$ cat src/rtl/seq_divider.sv
// Sequential unsigned restoring divider: 16-bit dividend / 8-bit divisor,
// one quotient bit per clock, start/busy/done handshake.
module seq_divider (
  input  logic        clk,
  input  logic        rst,
  input  logic        start,
  input  logic [15:0] z,
  input  logic [7:0]  b,
  output logic        busy,
  output logic        done,
  output logic [15:0] q,
  output logic [7:0]  r,
  output logic        dbz
);

  typedef enum logic [1:0] {
    IDLE = 2'd0,
    RUN  = 2'd1,
    DONE = 2'd2
  } state_t;

  state_t      state_q, state_d;
  logic [3:0]  cnt_q, cnt_d;
  logic [15:0] dvd_q, dvd_d;
  logic [7:0]  dvs_q, dvs_d;
  logic [7:0]  rem_q, rem_d;
  logic [15:0] quo_q, quo_d;
  logic [15:0] q_q, q_d;
  logic [7:0]  r_q, r_d;
  logic        dbz_q, dbz_d;
  logic        busy_q, busy_d;
  logic        done_q, done_d;
  logic [8:0]  trial;
  logic [8:0]  diff;

  always_comb begin
    state_d = state_q;
    cnt_d   = cnt_q;
    dvd_d   = dvd_q;
    dvs_d   = dvs_q;
    rem_d   = rem_q;
    quo_d   = quo_q;
    q_d     = q_q;
    r_d     = r_q;
    dbz_d   = dbz_q;
    // Trial value needs 9 bits: rem can be up to 254, so {rem, bit} reaches 509.
    trial   = {rem_q, dvd_q[15]};
    diff    = trial - {1'b0, dvs_q};

    case (state_q)
      IDLE: begin
        if (start) begin
          dvd_d = z;
          dvs_d = b;
          rem_d = 8'h00;
          cnt_d = 4'd0;
          quo_d = 16'h0000;
          dbz_d = 1'b0;
          if (b == 8'h00) begin
            state_d = DONE;
            q_d     = 16'hFFFF;
            r_d     = 8'h00;
            dbz_d   = 1'b1;
          end else begin
            state_d = RUN;
          end
        end
      end
      RUN: begin
        dvd_d = {dvd_q[14:0], 1'b0};
        if (trial >= {1'b0, dvs_q}) begin
          rem_d = diff[7:0];
          quo_d = {quo_q[14:0], 1'b1};
        end else begin
          rem_d = trial[7:0];
          quo_d = {quo_q[14:0], 1'b0};
        end
        cnt_d = cnt_q + 4'd1;
        // Publish only the finished result so q/r never show partial values.
        if (cnt_q == 4'd15) begin
          state_d = DONE;
          q_d     = quo_d;
          r_d     = rem_d;
        end
      end
      DONE: begin
        state_d = IDLE;
      end
      default: begin
        state_d = IDLE;
      end
    endcase

    busy_d = (state_d != IDLE);
    done_d = (state_d == DONE);
  end

  always_ff @(posedge clk) begin
    if (rst) begin
      state_q <= IDLE;
      cnt_q   <= 4'd0;
      dvd_q   <= 16'h0000;
      dvs_q   <= 8'h00;
      rem_q   <= 8'h00;
      quo_q   <= 16'h0000;
      q_q     <= 16'h0000;
      r_q     <= 8'h00;
      dbz_q   <= 1'b0;
      busy_q  <= 1'b0;
      done_q  <= 1'b0;
    end else begin
      state_q <= state_d;
      cnt_q   <= cnt_d;
      dvd_q   <= dvd_d;
      dvs_q   <= dvs_d;
      rem_q   <= rem_d;
      quo_q   <= quo_d;
      q_q     <= q_d;
      r_q     <= r_d;
      dbz_q   <= dbz_d;
      busy_q  <= busy_d;
      done_q  <= done_d;
    end
  end

  assign busy = busy_q;
  assign done = done_q;
  assign q    = q_q;
  assign r    = r_q;
  assign dbz  = dbz_q;

endmodule

$ cat config.mk
export PLATFORM = sky130hd
export DESIGN_NAME = seq_divider
export DESIGN_NICKNAME = d
export VERILOG_FILES = /design/src/rtl/seq_divider.sv
export SDC_FILE = /design/constraint.sdc
export NUM_CORES = 1
export LEC_CHECK = 0
export CELL_PAD_IN_SITES_DETAIL_PLACEMENT = 0
export CELL_PAD_IN_SITES_GLOBAL_PLACEMENT = 1
export CORE_MARGIN = 4
export CORE_UTILIZATION = 36
export DETAILED_ROUTE_END_ITERATION = 10
export PLACE_DENSITY = 0.85
export REMOVE_ABC_BUFFERS = 1
export SLEW_MARGIN = 30
export SYNTH_ARGS = -nofsm -noshare
export SYNTH_HDL_FRONTEND = slang
export SYNTH_SLANG_ARGS = --single-unit
$ cat constraint.sdc
create_clock -name clk -period 2.1 [get_ports clk]
set_clock_uncertainty 0.1 [all_clocks]
set_input_delay 0.42 -clock clk [delete_from_list [all_inputs] [get_ports clk]]
set_output_delay 0.42 -clock clk [all_outputs]
set_load 0.05 [all_outputs]
==> results_dict.tcl, run 1 <==
set metrics [dict create \
    grt_max_degree 39 \
    path_cells "clkdlybuf4s50_1" \
    drt-total-wl_mm 9.02 \
    cellLeakagePower_nw 1.99 \
    maxSlewViolCount 0 \
    finalCriticalPeriod_ns 2.05 \
    hold_viol_final 0 \
    rows 36 \
    drtIter0Drc 157 \
    critPathTopFamily "buffers and inverters" \
    die_w_um 109 \
    grt-ovfl-total 0 \
    critical_path.slowest_cell "clkdlybuf4s50_1" \
    synth_area_mm2 0.00365 \
    drc_errors 0 \
    cap_viol_max_count 0 \
    cts_tree "yes" \
    vias 3380 \
    slew_headroom_pct 66.0 \
    place_inst 652 \
    synth_cells 451 \
    cts.sinks 80 \
    reg2reg_from "dvs_q[1]" \
    rr_worst_depth 7 \
    clock-root-buffer "clkbuf_8" \
    avgSynthCellArea_um2 8.10 \
    fmax_mhz 487 \
    multiInputGateArea_mm2 0.00203 \
    tightest_slew_ns 0.508 \
    r2r_end "r[7]" \
    worst_slack_ns 0.0454 \
    place_ws_ns -0.144 \
    async_flop_share_pct 0 \
    worstHoldStart "rst" \
    ant_nets 0 \
    drive_gt1_share_pct 21.6 \
    dp_hpwl_mm 6.37 \
    cts_buffer_depth 2 \
    die_h_um 109 \
    initial_utilization_pct 37.2 \
    hold_end "rem_q[2]" \
    r2r_slack_ns 0.06 \
    worstPathMaxFanout 2 \
    ctsHoldBuffers 0 \
    critPathKind "reg -> out" \
    core_area_mm2 0.00982 \
    required_ns 1.58 \
    synth_edf_count 0 \
    whs_ns 0.282 \
    fin_cells 671 \
    antenna_found_initial 0 \
    firstDrtPassIters 4 \
    grt_pass1_wl_mm 14.7 \
    syn2layout_area_growth_pct 35.6 \
    antenna_cells 0 \
    seq_area_mm2 0.00161 \
    start_kind "register" \
    wl_per_cell_um 13.4 \
    synth_flop_cell "dfxtp_1" \
    finalCritPeriodShare_pct 97.8 \
    grt.total_usage_pct 15.5 \
    grt_pass1_vias 3195 \
    status "completed" \
    ctsHtreeMaxLevel 3 \
    synth_seq_cells 80 \
    cpPeakStageDelay_ns 0.82 \
    die_area_mm2 0.0118 \
    globalplace.congestion 0.814 \
    fillCellCount 965 \
    yosysSeqAreaShare_pct 43.8 \
    synth_warnings 0 \
    via_per_inst 5.04 \
    cts_buffers 9 \
    endpoint_kind "primary output" \
    synthDistinctLibCells 54 \
    ir_drop_v 0.000383 \
    finalSetupViolCount 0 \
    crit_arrival_ns 1.53 \
    min_path_type "in -> reg" \
    clk_pin_slew_ns 0.09 \
    clock_latency_ns 0.36 \
    p_per_area_mw_per_mm2 775 \
    layout.nets 570 \
    hold_depth 2 \
    port-buffer-count 53 \
    critical_path_buf_inv_count 1 \
    pin_count 54 \
]
==> worst max path at each step <==
stage | from | end | slack [ns] | cells past startpoint
6_report | r[4] | r[4] | 0.05 | 1
5_1_grt | dvs_q[2] | r[6] | -0.02 | 9
4_1_cts | rem_q[0] | rem_q[4] | 0.01 | 8
3_5_place_dp | dvd_q[15] | r[7] | -0.14 | 7
3_3_place_gp | dvd_q[15] | r[7] | -0.10 | 7
2_1_floorplan | state_q[0] | r[7] | -1.42 | 5
==> synth_stat cells, types with 4 or more instances <==
| cell | number | area [µm²] |
|---|---|---|
| nand2_1 | 29 | 109 |
| nand3_1 | 5 | 25.0 |
| buf_2 | 5 | 25.0 |
| a22oi_1 | 17 | 128 |
| nor2_1 | 112 | 420 |
| a22o_1 | 4 | 35.0 |
| nor3_1 | 28 | 140 |
| a32oi_1 | 4 | 35.0 |
| a211oi_1 | 9 | 67.6 |
| nor2b_1 | 19 | 119 |
| clkbuf_1 | 16 | 60.1 |
| buf_4 | 6 | 45.0 |
| o21ai_0 | 6 | 30.0 |
| inv_1 | 11 | 41.3 |
| a21oi_1 | 35 | 175 |
| dfxtp_1 | 80 | 1600 |
| ha_1 | 9 | 113 |
==> repair_timing <==
item                                    4_1_cts  5_1_grt
gates cloned                                  0        0
resized for setup                            13       24
setup buffers                                 0        3
endpoints found under the setup margin       13       18
hold endpoints to repair                      0        0
pin swaps                                     5       10
==> where the power goes <==
group / internal (mW) / leakage [nW] / switching (mW)
sequential: 1.58 / 0.654 / 0.0428
combinational: 0.499 / 1.24 / 0.521
clock: 0.571 / 0.0996 / 0.626
total: 2.65 / 1.99 / 1.19
==> cells in the final DEF, fill, tap and decap left out, drive strengths merged, types with 9 or more instances in the layout <==
cell and n:
a22oi 17, nand2 30, dfxtp 80, clkdlybuf4s50 46
inv 14, ha 9, nor2b 19, buf 53
a21oi 37, a211oi 11, clkbuf 9, nor2 113
nor3 29
==> cell type report <==
class                   count  area share (%)
inverters                  11           0.833
repair buffers            101            18.1
clock inverters             7            1.77
well taps                 133            3.36
multi-input cells         330            41.0
clock buffers               9            2.50
flip-flops and latches     80            32.5
==> logic make-up (layout without fill, tap and decap cells) <==
family / count (synthesis) / count (layout) / share of synthesized area [%]
AO/OA/AOI/OAI: 96 / 96 / 18.1
XOR/XNOR: 4 / 4 / 0.959
AND/OR/NAND/NOR: 216 / 216 / 27.1
multiplexers: 4 / 4 / 1.13
adder cells (fa/ha/maj): 10 / 10 / 3.63
flip-flops: 80 / 80 / 43.8
buffers and inverters: 41 / 128 / 5.20
==> sequential cells by signal (all words and copies together) (netlist names) <==
| signal | count |
|---|---|
| dvd_q | 16 |
| dbz | 1 |
| done | 1 |
| busy | 1 |
| quo_q | 15 |
| state_q | 2 |
| r | 8 |
| rem_q | 8 |
| cnt_q | 4 |
| dvs_q | 8 |
| q | 16 |
==> per-stage QoR <==
step / power [mW] / setup TNS (ns) / cell area, µm² / util (%)
detailed placement: 2.52 / -1.30 / 4540 / 46.3
global route: 4.04 / -0.0216 / 4960 / 50.5
finish: 3.84 / 0 / 4960 / 50.5
CTS: 3.77 / 0 / 4830 / 49.2
floorplan: 2.15 / -37.69 / 3510 / -
global placement: 2.51 / -1.22 / 4540 / 46.3
==> per-layer routing <==
metal	part of all wire [%]	vias up	GRT usage (%)
met4	2.0	0	7.03
met1	43	1586	19.1
met5	0	-	0
met3	4.2	14	3.14
li1	-	1707	-
met2	51	73	25.9
No activity file was read; power rests on OpenSTA's default activity.
==> run 2, diff against run 1 <==
Settings changed: ABC_AREA from default to 0, CORE_UTILIZATION 36 to 35, CTS_CLUSTER_DIAMETER from default to 200, PLACE_DENSITY 0.85 to 0.84.
==> run 2 against run 1 <==
  * Via count fell by 1.7%
  * Fmax fell by 0.80%
  * Worst hold slack improved by 0.078 ns
  * Cell count fell by 0.30%
  * Non-clock buffer count fell by 5
  * Final area fell by 0.45%
  * Global-route usage fell by 0.19 points
  * Sequential share of layout area rose by 0.15 points
  * Critical path depth rose by 6
  * Count of clock-buffer cells in the layout did not move
  * Highest routed layer unchanged
==> results_dict.tcl, run 2 (synthesis results as in run 1) <==
set metrics [dict create \
    syn2layout_area_growth_pct 35.0 \
    pin_count 54 \
    status "completed" \
    worstPathMaxFanout 2 \
    grt-ovfl-total 0 \
    tightest_slew_ns 0.517 \
    cts_tree "yes" \
    via_per_inst 4.97 \
    slew_headroom_pct 65.5 \
    whs_ns 0.360 \
    hold_viol_final 0 \
    grt.total_usage_pct 15.3 \
    core_area_mm2 0.0102 \
    final_cell_mix "nor2_1, dfxtp_1, clkdlybuf4s50_1, buf_4, a21oi_1" \
    wl_per_cell_um 13.4 \
    die_w_um 110 \
    clk_pin_slew_ns 0.09 \
    finalCritPeriodShare_pct 98.6 \
    ir_drop_v 0.000383 \
    critPathKind "reg -> reg" \
    dp_hpwl_mm 6.39 \
    stdcell_area_mm2 0.00493 \
    layout_commonest_cell "nor2_1" \
    ctsHtreeMaxLevel 3 \
    drive_gt1_share_pct 20.5 \
    required_ns 2.27 \
    fmax_mhz 483 \
    antenna_found_initial 0 \
    layout.nets 565 \
    port-buffer-count 53 \
    grt_pass1_vias 3265 \
    grt_pass1_wl_mm 14.8 \
    cellLeakagePower_nw 2.03 \
    die_h_um 110 \
    cap_viol_max_count 0 \
    min_path_type "reg -> reg" \
    antenna_cells 0 \
    globalplace.congestion 0.908 \
    ant_nets 0 \
    finalSetupViolCount 0 \
    maxSlewViolCount 0 \
    cts_buffer_depth 2 \
    drt-total-wl_mm 8.95 \
    clock_latency_ns 0.35 \
    ctsHoldBuffers 0 \
    start_kind "register" \
    placed_cell_area_mm2 0.00452 \
    rows 37 \
    drtIter0Drc 112 \
    endpoint_kind "register" \
    rsz0062_at_grt "yes" \
    drc_errors 0 \
    cts_buffers 9 \
    crit_arrival_ns 2.24 \
    die_area_mm2 0.0121 \
    vias 3323 \
    cts.sinks 80 \
    firstDrtPassIters 4 \
    clock-root-buffer "clkbuf_8" \
    initial_utilization_pct 35.7 \
    p_per_area_mw_per_mm2 789 \
    finalCriticalPeriod_ns 2.07 \
    grt_max_degree 34 \
]
-- run 2: area by class of cell --
cell class / count / area (µm²)
clock buffers: 9 / 124
clock inverters: 7 / 109
fillers: 954 / 5300
inverters: 11 / 41.3
multi-input cells: 330 / 2010
flip-flops and latches: 80 / 1610
well taps: 136 / 170
repair buffers: 96 / 868
-- run 2: path summary, 6_finish.rpt --
| kind | startpoint | to | slack [ns] | depth (start not counted) |
|---|---|---|---|---|
| setup reg to reg | dvs_q[3] | r[7] | 0.03 | 7 |
| hold / removal | dvs_q[2] | dvs_q[2] | 0.36 | 2 |
| setup / recovery | dvs_q[3] | r[7] | 0.03 | 7 |
| hold reg to reg | dvs_q[2] | dvs_q[2] | 0.36 | 2 |
-- run 2: stage by stage --
| stage | TNS, ns | util, % | power (mW) | setup slack (ns) | instances |
|---|---|---|---|---|---|
| 4_1_cts | -0.00490 | 46.9 | 3.84 | -0.00490 | 667 |
| 5_1_grt | -0.215 | 48.2 | 4.10 | -0.0788 | 669 |
| 3_3_place_gp | -1.67 | 44.1 | 2.46 | -0.119 | 651 |
| 6_report | 0 | 48.2 | 3.89 | 0.0288 | 669 |
| 2_1_floorplan | -37.69 | - | 2.15 | -1.42 | 421 |
| 3_5_place_dp | -1.32 | 44.1 | 2.48 | -0.147 | 651 |
-- run 2: what timing repair did --
item                       CTS  global route
setup buffers                0             2
pin swaps                    2            11
setup endpoints to repair   13            22
resized for setup           12            27
-- run 2: layer usage --
layer  vias to the layer above  routed length, µm  global-route usage, %
met3                        17                302                   3.26
met2                        47               4500                   25.6
li1                       1705                  -                      -
met5                         -                  0                      0
met4                         0                199                   6.24
met1                      1554               3940                   19.1
-- run 2: worst max-delay path: stages (launching register included) --
cell,delay (ns)
dfxtp_2,0.33
inv_1,0.07
ha_4,0.27
nand2_2,0.07
a211oi_4,0.27
mux2_4,0.33
a311o_1,0.37
a311oi_2,0.18
-- run 2: power by group --
group	switching (mW)	internal (mW)	total (mW)
Clock	0.613	0.697	1.31
Sequential	0.0456	1.58	1.63
Combinational	0.506	0.448	0.954
Total	1.16	2.73	3.89
==> run 3, diff against run 2 <==
Settings changed: CORE_MARGIN 4 to 2.
==> run 3 against run 2 <==
  * Via count rose by 0.36%
  * Fmax rose by 1.6%
  * Power fell by 0.86%
  * Non-clock buffer count fell by 1
  * Routed wire length fell by 0.15%
  * Count of clock-buffer cells in the layout did not move
  * Sequential power barely moved
  * Critical path depth fell by 6
  * Cell count fell by 0.15%
==> results_dict.tcl, run 3 (synthesis results as in run 1) <==
set metrics [dict create \
    status "completed" \
    finalCritPeriodShare_pct 97.1 \
    critical_path.slowest_cell "clkdlybuf4s50_1" \
    clock-root-buffer "clkbuf_8" \
    min_path_type "in -> reg" \
    fin_tns_setup_ns 0 \
    ctsHoldBuffers 0 \
    via_per_inst 4.99 \
    final_cell_mix "nor2_1, dfxtp_1, clkdlybuf4s50_1, buf_4, a21oi_1" \
    grt_pass1_wl_mm 14.3 \
    place_inst 651 \
    firstDrtPassIters 4 \
    antenna_cells 0 \
    multiInputGateArea_mm2 0.00197 \
    pin_count 54 \
    layout_commonest_cell "nor2_1" \
    endpoint_kind "primary output" \
    crit_arrival_ns 1.52 \
    drive_gt1_share_pct 18.4 \
    tightest_slew_ns 0.509 \
    path_cells "clkdlybuf4s50_1" \
    maxSlewViolCount 0 \
    dp_hpwl_mm 6.25 \
    antenna_found_initial 0 \
    grt_pass1_vias 3138 \
    cts_buffers 9 \
    grt.total_usage_pct 15.7 \
    rsz0062_at_grt "yes" \
    grt-ovfl-total 0 \
    worstPathMaxFanout 2 \
    drtIter0Drc 123 \
    cpPeakStageDelay_ns 0.80 \
    fin_cells 668 \
    fmax_mhz 491 \
    globalplace.congestion 0.844 \
    die_w_um 106 \
    syn2layout_area_growth_pct 33.4 \
    vias 3335 \
    port-buffer-count 53 \
    slew_headroom_pct 66.0 \
    p_per_area_mw_per_mm2 791 \
    wl_per_cell_um 13.4 \
    grt_max_degree 35 \
    drc_errors 0 \
    rows 37 \
    fillCellCount 986 \
    critPathTopFamily "buffers and inverters" \
    hold_viol_final 0 \
    die_h_um 106 \
    initial_utilization_pct 35.7 \
    critPathKind "reg -> out" \
    seq_area_mm2 0.00160 \
    cap_viol_max_count 0 \
    critical_path_buf_inv_count 1 \
    cts.sinks 80 \
    cts_tree "yes" \
    start_kind "register" \
    cts_buffer_depth 2 \
    drt-total-wl_mm 8.94 \
    ctsHtreeMaxLevel 3 \
    layout.nets 564 \
    finalSetupViolCount 0 \
    cellLeakagePower_nw 2.02 \
    die_area_mm2 0.0113 \
    finalCriticalPeriod_ns 2.04 \
    ant_nets 0 \
    ir_drop_v 0.000466 \
    core_area_mm2 0.0102 \
    required_ns 1.58 \
    clk_pin_slew_ns 0.10 \
    clock_latency_ns 0.36 \
]
[run 3: metal layers]
metal	share of wire, %	track usage [%]	wire (µm)	up-vias
li1	-	-	-	1693
met1	45	19.0	4020	1563
met2	50	27.5	4470	70
met3	3.9	3.37	350	9
met4	1.1	5.45	97	0
met5	0	0	0	-
[run 3: repair_timing]
action                     CTS  global route
buffers inserted             1             0
pin swaps                    2             7
setup endpoints to repair    7            22
resized for setup           11            16
[run 3: layout make-up]
type	instances	area share [%]
clock buffer	9	2.54
clock inverter	7	2.18
inverter	11	0.847
multi-input combinational	330	40.5
sequential	80	32.9
tap	136	3.49
timing repair buffer	95	17.6
[run 3: worst paths after layout]
check	startpoint	end	slack (ns)	cells after the start
setup / recovery	q[12]	q[12]	0.06	1
hold / removal	rst	quo_q[0]	0.32	2
setup reg to reg	dvs_q[2]	rem_q[7]	0.07	9
hold reg to reg	dvs_q[3]	dvs_q[3]	0.36	2
[run 3: power by group]
group | switching, mW | internal [mW] | total [mW]
combinational | 0.489 | 0.434 | 0.922
sequential | 0.0413 | 1.58 | 1.62
clock | 0.620 | 0.693 | 1.31
[run 3: stage by stage]
step	hold slack, ns	power [mW]	setup WS [ns]	util [%]	area [µm²]
floorplan	0.330	2.15	-1.42	-	3510
global placement	0.348	2.46	-0.152	44.1	4520
detailed placement	0.355	2.47	-0.126	44.1	4520
CTS	0.290	3.83	0.00480	47.0	4810
global route	0.324	4.04	-0.0184	47.7	4880
finish	0.317	3.86	0.0617	47.7	4880
